<file path="src/rtl/shift_pkg.sv">
// Shared shift-function encoding used by the serial transmitter and receiver.
//   funct_t      : 2-bit shift operation code (NA, LOAD, LEFT, RIGHT)
//   is_shift_dir : true for the two encodings that describe a serial direction
package shift_pkg;

  typedef enum logic [1:0] {
    NA    = 2'b00,
    LOAD  = 2'b01,
    LEFT  = 2'b10,
    RIGHT = 2'b11
  } funct_t;

  // Only LEFT (MSB first) and RIGHT (LSB first) define a serial frame.
  function automatic logic is_shift_dir(input funct_t f);
    return (f == LEFT) || (f == RIGHT);
  endfunction

endpackage

</file>
<file path="src/rtl/word_out_buffer.sv">
// One-entry valid/ready holding register with overrun flag.
//   clk, rst   : clock, async active-high reset
//   load_i     : a new word is offered this cycle
//   data_i     : the offered word
//   ready_i    : consumer accepts word_o this cycle
//   word_o     : held word (keeps its stale value after a transfer)
//   valid_o    : word_o holds an unconsumed word
//   overrun_o  : one-cycle pulse when an offered word is dropped
module word_out_buffer #(
  parameter int unsigned WIDTH = 4
) (
  input  logic             clk,
  input  logic             rst,
  input  logic             load_i,
  input  logic [WIDTH-1:0] data_i,
  input  logic             ready_i,
  output logic [WIDTH-1:0] word_o,
  output logic             valid_o,
  output logic             overrun_o
);

  logic [WIDTH-1:0] word_q, word_d;
  logic             valid_q, valid_d;
  logic             overrun_q, overrun_d;

  // Next-state: a load is accepted if the slot is empty or drains this cycle.
  always_comb begin
    word_d    = word_q;
    valid_d   = valid_q;
    overrun_d = 1'b0;
    if (load_i) begin
      if (!valid_q || ready_i) begin
        word_d  = data_i;
        valid_d = 1'b1;
      end else begin
        overrun_d = 1'b1;
      end
    end else if (valid_q && ready_i) begin
      valid_d = 1'b0;
    end
  end

  always_ff @(posedge clk or posedge rst) begin
    if (rst) begin
      word_q    <= '0;
      valid_q   <= 1'b0;
      overrun_q <= 1'b0;
    end else begin
      word_q    <= word_d;
      valid_q   <= valid_d;
      overrun_q <= overrun_d;
    end
  end

  assign word_o    = word_q;
  assign valid_o   = valid_q;
  assign overrun_o = overrun_q;

endmodule

</file>
<file path="src/rtl/serial_word_receiver.sv">
// Serial-to-parallel receiver for an MSB-first (LEFT) or LSB-first (RIGHT)
// bit stream; completed words are handed to a one-entry output buffer.
//   clk, rst     : clock, async active-high reset
//   start_i      : one-cycle frame marker (bits follow on later cycles)
//   dir_i        : shift direction, sampled with start_i
//   bit_valid_i  : serial_i carries a valid bit this cycle
//   serial_i     : serial data bit
//   ready_i      : consumer accepts word_o this cycle
//   word_o       : assembled word
//   valid_o      : word_o holds an unconsumed word
//   busy_o       : frame in progress
//   overrun_o    : one-cycle pulse, completed word dropped
//   error_o      : one-cycle pulse, start_i with illegal dir_i
module serial_word_receiver
  import shift_pkg::*;
#(
  parameter int unsigned WIDTH = 4
) (
  input  logic             clk,
  input  logic             rst,
  input  logic             start_i,
  input  funct_t           dir_i,
  input  logic             bit_valid_i,
  input  logic             serial_i,
  input  logic             ready_i,
  output logic [WIDTH-1:0] word_o,
  output logic             valid_o,
  output logic             busy_o,
  output logic             overrun_o,
  output logic             error_o
);

  localparam int unsigned CNT_W = $clog2(WIDTH);

  typedef enum logic {
    IDLE  = 1'b0,
    SHIFT = 1'b1
  } state_t;

  state_t           state_q, state_d;
  funct_t           dir_q, dir_d;
  logic [WIDTH-1:0] sreg_q, sreg_d;
  logic [CNT_W-1:0] cnt_q, cnt_d;
  logic             error_q, error_d;
  logic [WIDTH-1:0] sreg_next_c;
  logic             complete_c;

  // Shift register with the current bit inserted according to the frame direction.
  always_comb begin
    if (dir_q == LEFT) sreg_next_c = {sreg_q[WIDTH-2:0], serial_i};
    else               sreg_next_c = {serial_i, sreg_q[WIDTH-1:1]};
  end

  // Next-state: start_i has priority over any bit arriving in the same cycle.
  always_comb begin
    state_d    = state_q;
    dir_d      = dir_q;
    sreg_d     = sreg_q;
    cnt_d      = cnt_q;
    error_d    = 1'b0;
    complete_c = 1'b0;
    if (start_i) begin
      sreg_d = '0;
      cnt_d  = '0;
      if (is_shift_dir(dir_i)) begin
        dir_d   = dir_i;
        state_d = SHIFT;
      end else begin
        error_d = 1'b1;
        state_d = IDLE;
      end
    end else if (state_q == SHIFT && bit_valid_i) begin
      sreg_d = sreg_next_c;
      if (cnt_q == CNT_W'(WIDTH - 1)) begin
        complete_c = 1'b1;
        cnt_d      = '0;
        state_d    = IDLE;
      end else begin
        cnt_d = cnt_q + CNT_W'(1);
      end
    end
  end

  always_ff @(posedge clk or posedge rst) begin
    if (rst) begin
      state_q <= IDLE;
      dir_q   <= NA;
      sreg_q  <= '0;
      cnt_q   <= '0;
      error_q <= 1'b0;
    end else begin
      state_q <= state_d;
      dir_q   <= dir_d;
      sreg_q  <= sreg_d;
      cnt_q   <= cnt_d;
      error_q <= error_d;
    end
  end

  word_out_buffer #(
    .WIDTH (WIDTH)
  ) u_word_out_buffer (
    .clk       (clk),
    .rst       (rst),
    .load_i    (complete_c),
    .data_i    (sreg_next_c),
    .ready_i   (ready_i),
    .word_o    (word_o),
    .valid_o   (valid_o),
    .overrun_o (overrun_o)
  );

  assign busy_o  = (state_q == SHIFT);
  assign error_o = error_q;

endmodule

</file>
<file path="config.mk">
export PLATFORM = sky130hd
export DESIGN_NAME = serial_word_receiver
export DESIGN_NICKNAME = d
export VERILOG_FILES = /design/src/rtl/shift_pkg.sv /design/src/rtl/word_out_buffer.sv /design/src/rtl/serial_word_receiver.sv
export SDC_FILE = /design/constraint.sdc
export NUM_CORES = 1
export LEC_CHECK = 0
export ABC_CLOCK_PERIOD_IN_PS = 2100
export BUFFER_PORTS_ARGS = -buffer_cell sky130_fd_sc_hd__buf_4
export CAP_MARGIN = 20
export CORE_ASPECT_RATIO = 1.1
export CORE_MARGIN = 2
export CORE_UTILIZATION = 45
export DETAILED_ROUTE_END_ITERATION = 16
export PLACE_DENSITY = 0.74
export REMOVE_ABC_BUFFERS = 1
export SYNTH_ARGS = -nofsm -noshare
export SYNTH_HDL_FRONTEND = slang
export SYNTH_SLANG_ARGS = --single-unit
export TNS_END_PERCENT = 50
</file>
<file path="constraint.sdc">
create_clock -name clk -period 2.1 [get_ports clk]
set_input_delay 0 -clock clk [delete_from_list [all_inputs] [get_ports clk]]
set_output_delay 0 -clock clk [all_outputs]
set_load 0.05 [all_outputs]
</file>
==> flow_summary.ini <==
[power]
peakVddDrop_mv = 0.440
p_leak_nw = 0.498
p_per_area_nw_per_um2 = 683
p_sw_frac = 0.254
p_seq_frac = 0.520
total_power_mw = 0.644
comb_power_share = 0.167
switchingPower_mw = 0.163
power_frac_clock = 0.313
internal_power_mw = 0.481

[cts]
cts-resized-gates = 0
clockBufferDepth = 2
htree_levels = 1
cts_inserted_buffers = 3
clkTransAtPathRegs_ns = 0.09
cts_root_buf = clkbuf_4
tritoncts = yes
clock_latency_ns = 0.28
cts.sinks = 16

[floorplan]
core_area_sq_um = 1560
dieHeight_um = 46.6
fp-row-count = 15
start_util = 0.476
die_x_um = 42.7
num_io_pins = 16
die-area_sq_um = 1990

[drt]
vias = 477
final_antenna_net_count = 0
route.detailed.drc = 0
drtIter0Drc = 7
wl_per_cell_um = 13.3
detail_route.first_pass.iterations = 4
avgViaCountPerCell = 4.82
routed_wl_um = 1310

[placement]
post-place-ws_ns = 0.755
placed_cells = 90
gp_congestion = 0.813
port_buffers = 15
hpwl_um = 981

[layout]
seq_area_sq_um = 400
nNetsFinal = 92
stdcell_count = 99
fillerInstances = 131
multi_input_area_sq_um = 312
syn2layout_area_growth_pct = 27.2
antenna_cells = 0
drive_gt1_frac = 0.329

[logic_synthesis]
ys.warnings.count = 0
synth.cell_area_sq_um = 742
yosysTopAreaCellShare = 0.540
synth.area.top_cells = dfrtp_1, mux2i_1, mux2_2
syn_area_per_cell_sq_um = 12.4
yosys.area.top_type = dfrtp_1
ys_types = 22
synth_edf_count = 0
ys_seq_elements = 16
synth_common_cells = dfrtp_1, nor2_1, mux2i_1, nand2_1
ys_seq_area_frac = 0.540
yosys_most_used_dff = dfrtp_1
syn_inst = 60
synth.most_common_cell = dfrtp_1
async_flop_share = 1.00

[setup_path]
crit_type = flop to flop
crit_arrival_ns = 1.54
worstSetupStartpointType = flop
crit_path_start = cnt_q[0]$_DFFE_PP0P_
crit_path_max_fanout = 4
reg2reg_from = cnt_q[0]$_DFFE_PP0P_
critPathSlowestCell = dfrtp_1
cp_cell_sequence = ha_1, nand4b_4, nor2b_4, mux2_4
cp-end-kind = flop
required_ns = 2.28
cp.buffers_inverters = 0
slowest_delay_ns = 0.37
cp_top_family = flip-flops

[worst_hold_path]
hold_class = input port to flop
min-delay-start = bit_valid_i

[timing]
setup_ws_ns = 0.743
slew_violations = 0
finalCritPeriodShare = 0.646
fin_crit_ns = 1.36
hold_viol = 0
maxSlewHeadroom = 0.620
rsz0062_at_grt = no
hold_ws_ns = 0.0354
fin_worst_skew_ns = 0.00102
setup_viol = 0
timing.fmax_ghz = 0.737
worst_pin_slew_ns = 0.569
setup_tns_ns = 0

[run_status]
status = completed

[flow_run]
max_cap_violations = 0

[global_routing]
grt_usage = 0.159
overflow = 0
antenna_found_initial = 0
grt_max_degree = 17
grt_pass1_wl_um = 2170
grt_pass1_vias = 472
==> metrics by stage <==
stage	instance area, sq um	util
finish	943	0.606
global route	943	0.606
CTS	943	0.606
detailed placement	857	0.550
global placement	857	0.550
floorplan	723	-
==> final cells by class <==
type                            count  area share
Tap cell                           17      0.0225
Timing Repair Buffer               20       0.172
Clock buffer                        4      0.0385
Sequential cell                    16       0.424
Inverter                            3      0.0119
Multi-Input combinational cell     39       0.330
==> registers in the layout (all words and copies together) (netlist names) <==
| signal | flops |
|---|---|
| u_word_out_buffer.overrun_o | 1 |
| sreg_q | 4 |
| u_word_out_buffer.valid_o | 1 |
| error_o | 1 |
| dir_q | 2 |
| u_word_out_buffer.word_o | 4 |
| busy_o | 1 |
| cnt_q | 2 |
==> worst register-to-register path, cell delays in order, from the launching register on <==
cell	delay (ns)
dfrtp_1	0.37
ha_1	0.22
nand4b_4	0.14
nor2b_4	0.20
mux2_4	0.31
==> cells by family after synthesis <==
kind of cell             after synthesis  synth area share
adder cells (fa/ha/maj)                1            0.0169
flip-flops                            16             0.540
AO/OA/AOI/OAI                          6            0.0540
multiplexers                          10             0.153
XOR/XNOR                               1            0.0118
AND/OR/NAND/NOR                       21             0.184
buffers and inverters                  5            0.0405
==> final timing paths <==
path / end / slack, ns / cells past startpoint
max in group asynchronous: sreg_q[1]$_DFFE_PP0P_ / 1.40 / 3
hold / removal: u_word_out_buffer.overrun_o$_DFF_PP0_ / 0.04 / 3
hold reg to reg: u_word_out_buffer.word_o[1]$_DFFE_PP0P_ / 0.53 / 2
setup reg to reg: u_word_out_buffer.word_o[3]$_DFFE_PP0P_ / 0.74 / 4
setup / recovery: u_word_out_buffer.word_o[3]$_DFFE_PP0P_ / 0.74 / 4
min in group asynchronous: error_o$_DFF_PP0_ / 0.33 / 3
==> routing by layer <==
layer,global-route usage,wire (um),vias up
li1,-,-,242
met1,0.189,586,225
met2,0.258,653,8
met3,0.0706,59,2
met4,0.0563,14,0
met5,0,0,-
==> cell usage in the layout (no fill, tap or decap), drive strengths merged <==
master,instances
xnor2,1
clkbuf,4
and2b,1
nand2b,3
mux2i,5
dfrtp,16
o21a,2
mux2,5
a211oi,2
and2,1
nand4b,1
dlygate4sd3,5
inv,3
nor2b,2
nand3b,1
nor2,7
a21oi,2
nand2,5
ha,1
buf,15
==> power groups by stage <==
stage | Sequential [mW] | Clock (mW) | Combinational (mW)
after floorplan | 0.354 | 0 | 0.0536
after global placement | 0.341 | 0 | 0.0988
after detailed placement | 0.342 | 0 | 0.101
after CTS | 0.335 | 0.207 | 0.108
after global routing | 0.338 | 0.225 | 0.118
final | 0.335 | 0.202 | 0.107
==> repair_timing <==
| action | in CTS | in global routing |
|---|---|---|
| hold buffers | 5 | 0 |
| endpoints found under the hold margin | 26 | 0 |
| setup buffers | 0 | 0 |
(Power assumes the default switching activity.)
